`src/rtl/instruction_queue_pkg.sv`:
```
// Shared types and helpers for the dual-issue instruction queue.
// Entry layout is {data, address}; the RAM stores entries in exactly this packing.
package instr_queue_pkg;

    localparam int IQ_DATA_WIDTH = 32;
    localparam int IQ_ADDR_WIDTH = 32;

    typedef struct packed {
        logic [IQ_DATA_WIDTH-1:0] data;
        logic [IQ_ADDR_WIDTH-1:0] address;
    } iq_entry_t;

    // Clamp a 0..2 pop request to the entries actually present (avail already capped at 2).
    function automatic logic [1:0] sat_sub2(input logic [1:0] req, input logic [1:0] avail);
        return (req > avail) ? avail : req;
    endfunction

endpackage

```
`src/rtl/instruction_queue_if.sv`:
```
// Fetch/decode handshake bundle for the instruction queue; master drives push/pop, slave is the queue.
// Status outputs are combinational from queue state, no same-cycle bypass.
interface instruction_queue_if #(
    parameter int DATA_WIDTH = 32,
    parameter int ADDR_WIDTH = 32,
    parameter int DEPTH      = 16
);
    localparam int CNT_W = $clog2(DEPTH) + 1;

    logic                  flush;
    logic                  write_en1;
    logic                  write_en2;
    logic [DATA_WIDTH-1:0] write_data1;
    logic [ADDR_WIDTH-1:0] write_address1;
    logic [DATA_WIDTH-1:0] write_data2;
    logic [ADDR_WIDTH-1:0] write_address2;
    logic                  read_en1;
    logic                  read_en2;
    logic [DATA_WIDTH-1:0] data_out1;
    logic [ADDR_WIDTH-1:0] address_out1;
    logic [DATA_WIDTH-1:0] data_out2;
    logic [ADDR_WIDTH-1:0] address_out2;
    logic                  valid_out1;
    logic                  valid_out2;
    logic [CNT_W-1:0]      count;
    logic                  empty;
    logic                  almost_empty;
    logic                  full;

    modport master (
        output flush, write_en1, write_en2, write_data1, write_address1,
               write_data2, write_address2, read_en1, read_en2,
        input  data_out1, address_out1, data_out2, address_out2,
               valid_out1, valid_out2, count, empty, almost_empty, full
    );

    modport slave (
        input  flush, write_en1, write_en2, write_data1, write_address1,
               write_data2, write_address2, read_en1, read_en2,
        output data_out1, address_out1, data_out2, address_out2,
               valid_out1, valid_out2, count, empty, almost_empty, full
    );

endinterface

```
`src/rtl/instruction_queue_ram.sv`:
```
// DEPTH-entry register array, two write ports (wp, wp+1) and two async read ports (rp, rp+1).
// Storage is never reset; the controller gates writes so rejected pushes leave it untouched.
module instruction_queue_ram #(
    parameter  int ENTRY_W = 64,
    parameter  int DEPTH   = 16,
    localparam int PTR_W   = $clog2(DEPTH)
) (
    input  logic               clk,
    input  logic               we1,
    input  logic               we2,
    input  logic [PTR_W-1:0]   wp,
    input  logic [ENTRY_W-1:0] wdat1,
    input  logic [ENTRY_W-1:0] wdat2,
    input  logic [PTR_W-1:0]   rp,
    output logic [ENTRY_W-1:0] rdat1,
    output logic [ENTRY_W-1:0] rdat2
);

    logic [ENTRY_W-1:0] mem [DEPTH];
    logic [PTR_W-1:0]   wp_nxt;
    logic [PTR_W-1:0]   rp_nxt;

    // Pointer width equals log2(DEPTH), so +1 wraps naturally.
    assign wp_nxt = wp + PTR_W'(1);
    assign rp_nxt = rp + PTR_W'(1);

    always_ff @(posedge clk) begin
        if (we1) mem[wp]     <= wdat1;
        if (we2) mem[wp_nxt] <= wdat2;
    end

    assign rdat1 = mem[rp];
    assign rdat2 = mem[rp_nxt];

endmodule

```
`src/rtl/instruction_queue.sv`:
```
// Dual-issue fetch->decode instruction queue: 0-2 pushes and 0-2 pops per cycle, two oldest entries shown combinationally.
// A push pair that does not fit in pre-edge free space is dropped whole; pops clamp to occupancy; flush empties.
module instruction_queue
    import instr_queue_pkg::*;
#(
    parameter  int DATA_WIDTH = IQ_DATA_WIDTH,
    parameter  int ADDR_WIDTH = IQ_ADDR_WIDTH,
    parameter  int DEPTH      = 16,
    localparam int PTR_W      = $clog2(DEPTH),
    localparam int CNT_W      = $clog2(DEPTH) + 1
) (
    input  logic           clk,
    input  logic           rst,
    instruction_queue_if.slave iq
);

    localparam int               ENTRY_W = DATA_WIDTH + ADDR_WIDTH;
    localparam logic [CNT_W-1:0] DEPTH_C = CNT_W'(DEPTH);

    if (((1 << PTR_W) != DEPTH) || (DEPTH < 4)) begin : g_depth_check
        $error("instruction_queue: DEPTH must be a power of two and at least 4");
    end

    logic [PTR_W-1:0]   write_pointer;
    logic [PTR_W-1:0]   read_pointer;
    logic [CNT_W-1:0]   count_q;

    logic [1:0]         wr_req;
    logic [1:0]         rd_req;
    logic [1:0]         wr_acc;
    logic [1:0]         rd_acc;
    logic [1:0]         avail;
    logic [CNT_W-1:0]   free_slots;
    logic [CNT_W:0]     count_next;

    logic               ram_we1;
    logic               ram_we2;
    logic [ENTRY_W-1:0] ram_wdat1;
    logic [ENTRY_W-1:0] ram_wdat2;
    logic [ENTRY_W-1:0] ram_rdat1;
    logic [ENTRY_W-1:0] ram_rdat2;

    always_comb begin
        wr_req     = iq.write_en1 ? (iq.write_en2 ? 2'd2 : 2'd1) : 2'd0;
        rd_req     = iq.read_en1  ? (iq.read_en2  ? 2'd2 : 2'd1) : 2'd0;
        // Space is judged on the pre-edge count; a same-cycle pop does not make room.
        free_slots = DEPTH_C - count_q;
        wr_acc     = (CNT_W'(wr_req) <= free_slots) ? wr_req : 2'd0;
        avail      = (count_q >= CNT_W'(2)) ? 2'd2 : count_q[1:0];
        rd_acc     = sat_sub2(rd_req, avail);
        count_next = {1'b0, count_q} + (CNT_W+1)'(wr_acc) - (CNT_W+1)'(rd_acc);
    end

    always_ff @(posedge clk) begin
        if (rst) begin
            write_pointer <= '0;
            read_pointer  <= '0;
            count_q       <= '0;
        end else if (iq.flush) begin
            write_pointer <= '0;
            read_pointer  <= '0;
            count_q       <= '0;
        end else begin
            write_pointer <= write_pointer + PTR_W'(wr_acc);
            read_pointer  <= read_pointer  + PTR_W'(rd_acc);
            count_q       <= count_next[CNT_W-1:0];
        end
    end

    assign ram_we1   = !rst && !iq.flush && (wr_acc != 2'd0);
    assign ram_we2   = !rst && !iq.flush && (wr_acc == 2'd2);
    assign ram_wdat1 = {iq.write_data1, iq.write_address1};
    assign ram_wdat2 = {iq.write_data2, iq.write_address2};

    instruction_queue_ram #(
        .ENTRY_W (ENTRY_W),
        .DEPTH   (DEPTH)
    ) u_ram (
        .clk   (clk),
        .we1   (ram_we1),
        .we2   (ram_we2),
        .wp    (write_pointer),
        .wdat1 (ram_wdat1),
        .wdat2 (ram_wdat2),
        .rp    (read_pointer),
        .rdat1 (ram_rdat1),
        .rdat2 (ram_rdat2)
    );

    assign iq.data_out1    = ram_rdat1[ENTRY_W-1:ADDR_WIDTH];
    assign iq.address_out1 = ram_rdat1[ADDR_WIDTH-1:0];
    assign iq.data_out2    = ram_rdat2[ENTRY_W-1:ADDR_WIDTH];
    assign iq.address_out2 = ram_rdat2[ADDR_WIDTH-1:0];

    assign iq.count        = count_q;
    assign iq.valid_out1   = (count_q != '0);
    assign iq.valid_out2   = (count_q >= CNT_W'(2));
    assign iq.empty        = (count_q == '0);
    assign iq.almost_empty = (count_q == CNT_W'(1));
    // Fetch delivers pairs, so "full" means a pair no longer fits.
    assign iq.full         = (free_slots < CNT_W'(2));

endmodule

```
`src/flat_wrapper.sv`:
```
// flat-port wrapper written by rule: the top's interface ports become plain ports
module instruction_queue_flat import instr_queue_pkg::*;
#(
    parameter  int DATA_WIDTH = IQ_DATA_WIDTH,
    parameter  int ADDR_WIDTH = IQ_ADDR_WIDTH,
    parameter  int DEPTH      = 16,
    localparam int PTR_W      = $clog2(DEPTH),
    localparam int CNT_W      = $clog2(DEPTH) + 1
)
  (clk, rst, iq_flush, iq_write_en1, iq_write_en2, iq_write_data1, iq_write_address1, iq_write_data2, iq_write_address2, iq_read_en1, iq_read_en2, iq_data_out1, iq_address_out1, iq_data_out2, iq_address_out2, iq_valid_out1, iq_valid_out2, iq_count, iq_empty, iq_almost_empty, iq_full);
  instruction_queue_if #(.DATA_WIDTH(DATA_WIDTH), .ADDR_WIDTH(ADDR_WIDTH), .DEPTH(DEPTH)) iq_i ();
  input  logic clk;
  input  logic rst;
  input wire logic [$bits(iq_i.flush)-1:0] iq_flush;
  input wire logic [$bits(iq_i.write_en1)-1:0] iq_write_en1;
  input wire logic [$bits(iq_i.write_en2)-1:0] iq_write_en2;
  input wire logic [$bits(iq_i.write_data1)-1:0] iq_write_data1;
  input wire logic [$bits(iq_i.write_address1)-1:0] iq_write_address1;
  input wire logic [$bits(iq_i.write_data2)-1:0] iq_write_data2;
  input wire logic [$bits(iq_i.write_address2)-1:0] iq_write_address2;
  input wire logic [$bits(iq_i.read_en1)-1:0] iq_read_en1;
  input wire logic [$bits(iq_i.read_en2)-1:0] iq_read_en2;
  output wire logic [$bits(iq_i.data_out1)-1:0] iq_data_out1;
  output wire logic [$bits(iq_i.address_out1)-1:0] iq_address_out1;
  output wire logic [$bits(iq_i.data_out2)-1:0] iq_data_out2;
  output wire logic [$bits(iq_i.address_out2)-1:0] iq_address_out2;
  output wire logic [$bits(iq_i.valid_out1)-1:0] iq_valid_out1;
  output wire logic [$bits(iq_i.valid_out2)-1:0] iq_valid_out2;
  output wire logic [$bits(iq_i.count)-1:0] iq_count;
  output wire logic [$bits(iq_i.empty)-1:0] iq_empty;
  output wire logic [$bits(iq_i.almost_empty)-1:0] iq_almost_empty;
  output wire logic [$bits(iq_i.full)-1:0] iq_full;
  assign iq_i.flush = iq_flush;
  assign iq_i.write_en1 = iq_write_en1;
  assign iq_i.write_en2 = iq_write_en2;
  assign iq_i.write_data1 = iq_write_data1;
  assign iq_i.write_address1 = iq_write_address1;
  assign iq_i.write_data2 = iq_write_data2;
  assign iq_i.write_address2 = iq_write_address2;
  assign iq_i.read_en1 = iq_read_en1;
  assign iq_i.read_en2 = iq_read_en2;
  assign iq_data_out1 = iq_i.data_out1;
  assign iq_address_out1 = iq_i.address_out1;
  assign iq_data_out2 = iq_i.data_out2;
  assign iq_address_out2 = iq_i.address_out2;
  assign iq_valid_out1 = iq_i.valid_out1;
  assign iq_valid_out2 = iq_i.valid_out2;
  assign iq_count = iq_i.count;
  assign iq_empty = iq_i.empty;
  assign iq_almost_empty = iq_i.almost_empty;
  assign iq_full = iq_i.full;
  instruction_queue #(.DATA_WIDTH(DATA_WIDTH), .ADDR_WIDTH(ADDR_WIDTH), .DEPTH(DEPTH)) u_core (.clk(clk), .rst(rst), .iq(iq_i));
endmodule
```
`config.mk`:
```
export PLATFORM = sky130hd
export DESIGN_NAME = instruction_queue_flat
export DESIGN_NICKNAME = d
export VERILOG_FILES = /design/src/rtl/instruction_queue_pkg.sv /design/src/rtl/instruction_queue_if.sv /design/src/rtl/instruction_queue_ram.sv /design/src/rtl/instruction_queue.sv /design/src/flat_wrapper.sv
export SDC_FILE = /design/constraint.sdc
export NUM_CORES = 2
export LEC_CHECK = 0
export BUFFER_PORTS_ARGS = -buffer_cell sky130_fd_sc_hd__clkbuf_2
export CORE_ASPECT_RATIO = 0.9
export CORE_MARGIN = 10
export CORE_UTILIZATION = 25
export DETAILED_ROUTE_END_ITERATION = 8
export PLACE_DENSITY = 0.5
export SLEW_MARGIN = 30
export SYNTH_ARGS = -nofsm -noshare
export SYNTH_HDL_FRONTEND = slang
export SYNTH_SLANG_ARGS = --single-unit
export TNS_END_PERCENT = 10
```
`constraint.sdc`:
```
create_clock -name clk -period 8.82 [get_ports clk]
set_clock_uncertainty 0.1 [all_clocks]
set_input_delay 0.882 -clock clk [delete_from_list [all_inputs] [get_ports clk]]
set_output_delay 0.882 -clock clk [all_outputs]
set_load 0.05 [all_outputs]
```
**After elaboration in Yosys (flattened, before gate mapping)**

Memory sizes are Yosys's and may differ from the RTL's. A register that Yosys moved wholly into a read port is not among the register bits.
Index checks and enable logic that the tools add are counted.

- Add/sub/neg operators: 7
- $lt $le $gt $ge: 4
- Equal/unequal tests: 2
- Muxes and demuxes: 12
- Reduce and logical (&&, ||, !) cells: 9

Operators with widths:

| cell | number |
|---|---|
| 2-bit two-way mux | 7 |
| 4-bit by 1-bit adder with 4-bit output (second input constant) | 2 |
| 4-bit by 2-bit adder with 4-bit output | 2 |
| 5-bit by 2-bit adder with 5-bit output | 1 |
| 5-bit by 1-bit == test with 1-bit output (second input constant) | 1 |
| 5-bit by 2-bit >= comparator with 1-bit output (second input constant) | 1 |
| 2-bit by 5-bit less-or-equal comparator with 1-bit output | 1 |
| 5-bit logical NOT | 1 |
| 5-bit by 2-bit < comparator with 1-bit output (second input constant) | 1 |
| 5-bit nonzero test | 1 |
| 5-bit by 2-bit subtractor with 5-bit output | 1 |
| 5-bit subtractor (first input constant) | 1 |
| 1-bit two-way mux | 4 |
| 4-bit two-way mux | 1 |
| 1-bit logical AND | 3 |
| 2-bit == test (second input constant) | 1 |
| 2-bit > comparator | 1 |
| 1-bit logical NOT | 2 |
| 2-bit nonzero test | 1 |
| 2-bit OR reduction | 1 |

- Register bits after elaboration: 13
- Memory bits (writable): 1024
- Input port bits: 135
- Output and inout bits: 138
- Memories: 1

Memories:

| memory | words | bits a word | read ports | clocked after memory_dff | wr ports | RTL line | text |
|---|---|---|---|---|---|---|---|
| u_core.u_ram.mem | 16 | 64 | 2 | 1 | 2 | instruction_queue_ram.sv:19 | `logic [ENTRY_W-1:0] mem [DEPTH];` |

**Depth between registers and ports, before layout**

- Depth in word-level cells: 8
- Depth in mapped cells: 19

**Modules after synthesis**

A second synthesis with hierarchy kept.

- Cells, all modules: 3673
- Area total of the unflattened synthesis: 59782.3 um^2

Modules (own cells, without submodules):

| module | times used | cells each | area an instance (um^2) | seq. area each (um^2) |
|---|---|---|---|---|
| instruction_queue_ram | 1 | 3556 | 58737.6 | 30749.5 |
| instruction_queue | 1 | 117 | 1044.8 | 260.2 |

**Worst setup path before layout**

Ideal clock, no wire load.

- Kind: reg2reg
- Start point: reg u_core.count_q[1], in the netlist u_core.iq.count[1]
- End point: mem u_core.u_ram.mem[14][0] (enable)
- Setup time: 0.581 ns
- Arrival time: 7.009 ns
- Slack: 1.130 ns
- Stages on the path, launching flop included: 11
- Buffers on the path: 1
- Period minus slack after synthesis: 7.690 ns
- Path through: dfxtp_1 inv_1 ha_1 inv_1 ha_1 nor2b_1 o211a_1 o21ai_1 buf_2 nand2_1 o31ai_1

RTL lines:

| element | RTL line | text |
|---|---|---|
| start: declaration | instruction_queue.sv:26 | `logic [CNT_W-1:0] count_q;` |
| start signal: assignment | instruction_queue.sv:66 | `count_q <= count_next[CNT_W-1:0];` |
| end: declaration | instruction_queue_ram.sv:19 |  |

==> flow_summary.yaml <==
cts:
  numCtsBuffers: 131
  path_clk_slew_ns: 0.06
  clk_latency_ns: 0.79
  clock-sinks: 1037
  cts_max_path_buffers: 3
  postCtsResizedCells: 0
  cts_root_buffer: "clkbuf_16"
  post_cts_buffers: 0
  h-tree-depth: 4
  cts_tree: "built"
  ctsHoldBuffers: 0
die:
  dieWidth_um: 540.6
  start_util: 0.2520
  die_h_um: 488.5
  rows: 171
  io_pins: 273
  core_area_um2: 242000
  die_area_um2: 264100
place:
  numPortBuffers: 272
  dp.cells: 6646
  place.gp.congestion: 0.7366
  place_hpwl_um: 124700
critical_path:
  critPathMaxStageDelay_ns: 0.81
  worstPathRequired_ns: 7.84
  path_cells: "buf_12 > buf_4 > mux4_2 > nor2b_1 > a211oi_1 > a31oi_1 > clkbuf_2"
  crit_family: "buffers and inverters"
  cp-startpoint: "u_core.read_pointer[0]"
  critical_path_class: "flop to output pin"
  worstPathArrival_ns: 4.61
  rr_startpoint: "u_core.iq.count[0]"
  path_buf_inv: 3
  start_kind: "flop"
  cp-end-kind: "output pin"
  crit_slowest_cell: "buf_4"
  cp_max_fo: 96
sta:
  finalMaxSlewViolations: 0
  hold_slack_ns: 0.4538
  fin_crit_ns: 5.589
  worst_pin_slew_ns: 1.057
  timing.slew.headroom: 0.2953
  period_share: 0.6336
  setup_violations: 0
  rsz0062_at_grt: "false"
  setup_tns_ns: 0
  max_freq_mhz: 178.9
  hold_viol: 0
detailed_routing:
  routed_wl_um: 216100
  first_pass_iters: 5
  vias: 35935
  drt_iter0_markers: 3535
  viasPerCell: 5.210
  drc: 0
  antenna_left: 0
  routedWlPerCell_um: 31.34
worst_hold_path:
  hold_path.class: "primary input to flop"
  min-delay-start: "iq_flush"
yosys:
  synth_top_area_frac: 0.5043
  ys_ff_latch: 1037
  async_reset_ff_frac: 0
  synth-main-ff-cell: "edfxtp_1"
  ys_warn_count: 0
  syn_area_um2: 60980
  synth_seq_area_share: 0.5085
  synth_edf_count: 1024
  syn_inst: 3493
  yosysTopAreaCell: "edfxtp_1"
  ys_top_cells_by_area: "edfxtp_1 50%, mux4_2 21%, mux2_2 17%"
  synth_cell_types: 48
  synth_nets: 3654
  synth_common_cells: "1024 x edfxtp_1, 911 x mux2_2, 576 x mux4_2, 193 x clkbuf_1, 109 x mux2_4"
  syn_area_per_cell_um2: 17.46
  synth_most_common_cell: "edfxtp_1"
final_layout:
  area_growth_pct: 14.27
  final_cell_count_no_fill: 6897
  drive_above_1_share: 0.5927
  nNetsFinal: 3742
power:
  power_density_nw_per_um2: 217.3
  leakagePower_nw: 21.55
  vdd_ir_drop_max_v: 0.0002028
status:
  status: "finished clean"
global_routing:
  grt_first_pass_wirelength_um: 301800
  grt_pass1_vias: 37081
  globalRouteOverflowTotal: 0
  antenna_found_initial: 51
  grt_max_degree: 101
  grt_usage: 0.1581
flow_run:
  cap_violations: 0
[layer usage]
layer  up-vias  routed length [um]  global-route usage
met2      1296               99570              0.2498
met5         -                 224                   0
met3       288               16300             0.03958
met1     19648               95350              0.2180
met4        38                4669             0.03768
li1      14665                   -                   -
[metrics by stage]
| stage | instance area, um2 | worst slack [ns] | power (W) | utilization |
|---|---|---|---|---|
| finish | 69680 | 3.231 | 0.01514 | 0.2880 |
| global route | 69650 | 2.953 | 0.01574 | 0.2878 |
| CTS | 69580 | 3.063 | 0.01536 | 0.2876 |
| detailed placement | 65440 | 3.266 | 0.01001 | 0.2704 |
| global placement | 65340 | 3.245 | 0.009995 | 0.2700 |
| floorplan | 60980 | 1.130 | 0.008827 | - |
[final cells by class]
| class | instances | area [um2] |
|---|---|---|
| Inverter | 22 | 85.08 |
| Fill cell | 23985 | 172300 |
| Clock buffer | 169 | 3548 |
| Timing Repair Buffer | 363 | 2287 |
| Sequential cell | 1037 | 31020 |
| Multi-Input combinational cell | 2026 | 28100 |
| Tap cell | 3200 | 4004 |
| Antenna cell | 14 | 35.03 |
| Clock inverter | 66 | 594.3 |
[worst paths after layout]
path	to	slack [ns]	cells past startpoint
hold reg to reg	u_core.write_pointer[2]	0.51	2
hold / removal	u_core.iq.count[2]	0.45	5
setup reg to reg	u_core.u_ram.mem[3][41]	3.62	11
setup / recovery	iq_data_out1[24]	3.23	7
[worst min-delay path: stages]
cell and delay (ns):
clkbuf_2 0.08, nor2_1 0.04, buf_4 0.17, o21ai_0 0.09, a21oi_1 0.04
[layout by cell type, fill, tap and decap left out, drive strengths merged, types with 2 or more instances in the layout]
master	n
a211oi	64
nor2	25
mux2i	46
bufinv	8
o21ai	11
buf	91
a21oi	54
clkinvlp	3
inv	28
dfxtp	13
xnor2	4
nand2b	4
clkinv	49
clkbuf	441
diode	14
nand3	15
o21bai	9
mux4	576
nor2b	24
nand4	5
a31oi	18
and2	52
ha	22
o31ai	2
mux2	1024
or3	5
nand2	46
edfxtp	1024
xor2	3
and4	3
fa	4
[state kept, by name, summed over array words and instances (netlist names)]
| signal | cells |
|---|---|
| u_core.iq.count | 5 |
| u_core.read_pointer | 4 |
| u_core.u_ram.mem | 1024 |
| u_core.write_pointer | 4 |
[cell families after synthesis]
logic type                 share of synthesized area
AOI/OAI and AO/OA                            0.01719
buffers and inverters                        0.03539
muxes                                         0.4161
adders and majority gates                   0.005827
and+or+nand+nor                              0.01584
DFF                                           0.5085
xor gates and xnor gates                    0.001129
[where the power goes]
part | total (W) | internal (W) | switching, W
logic | 0.00430 | 0.00177 | 0.00253
registers | 0.00554 | 0.00548 | 0.0000565
clock network | 0.00530 | 0.00308 | 0.00222
total | 0.0151 | 0.0103 | 0.00481
Power figures use the tool's default switching activity.
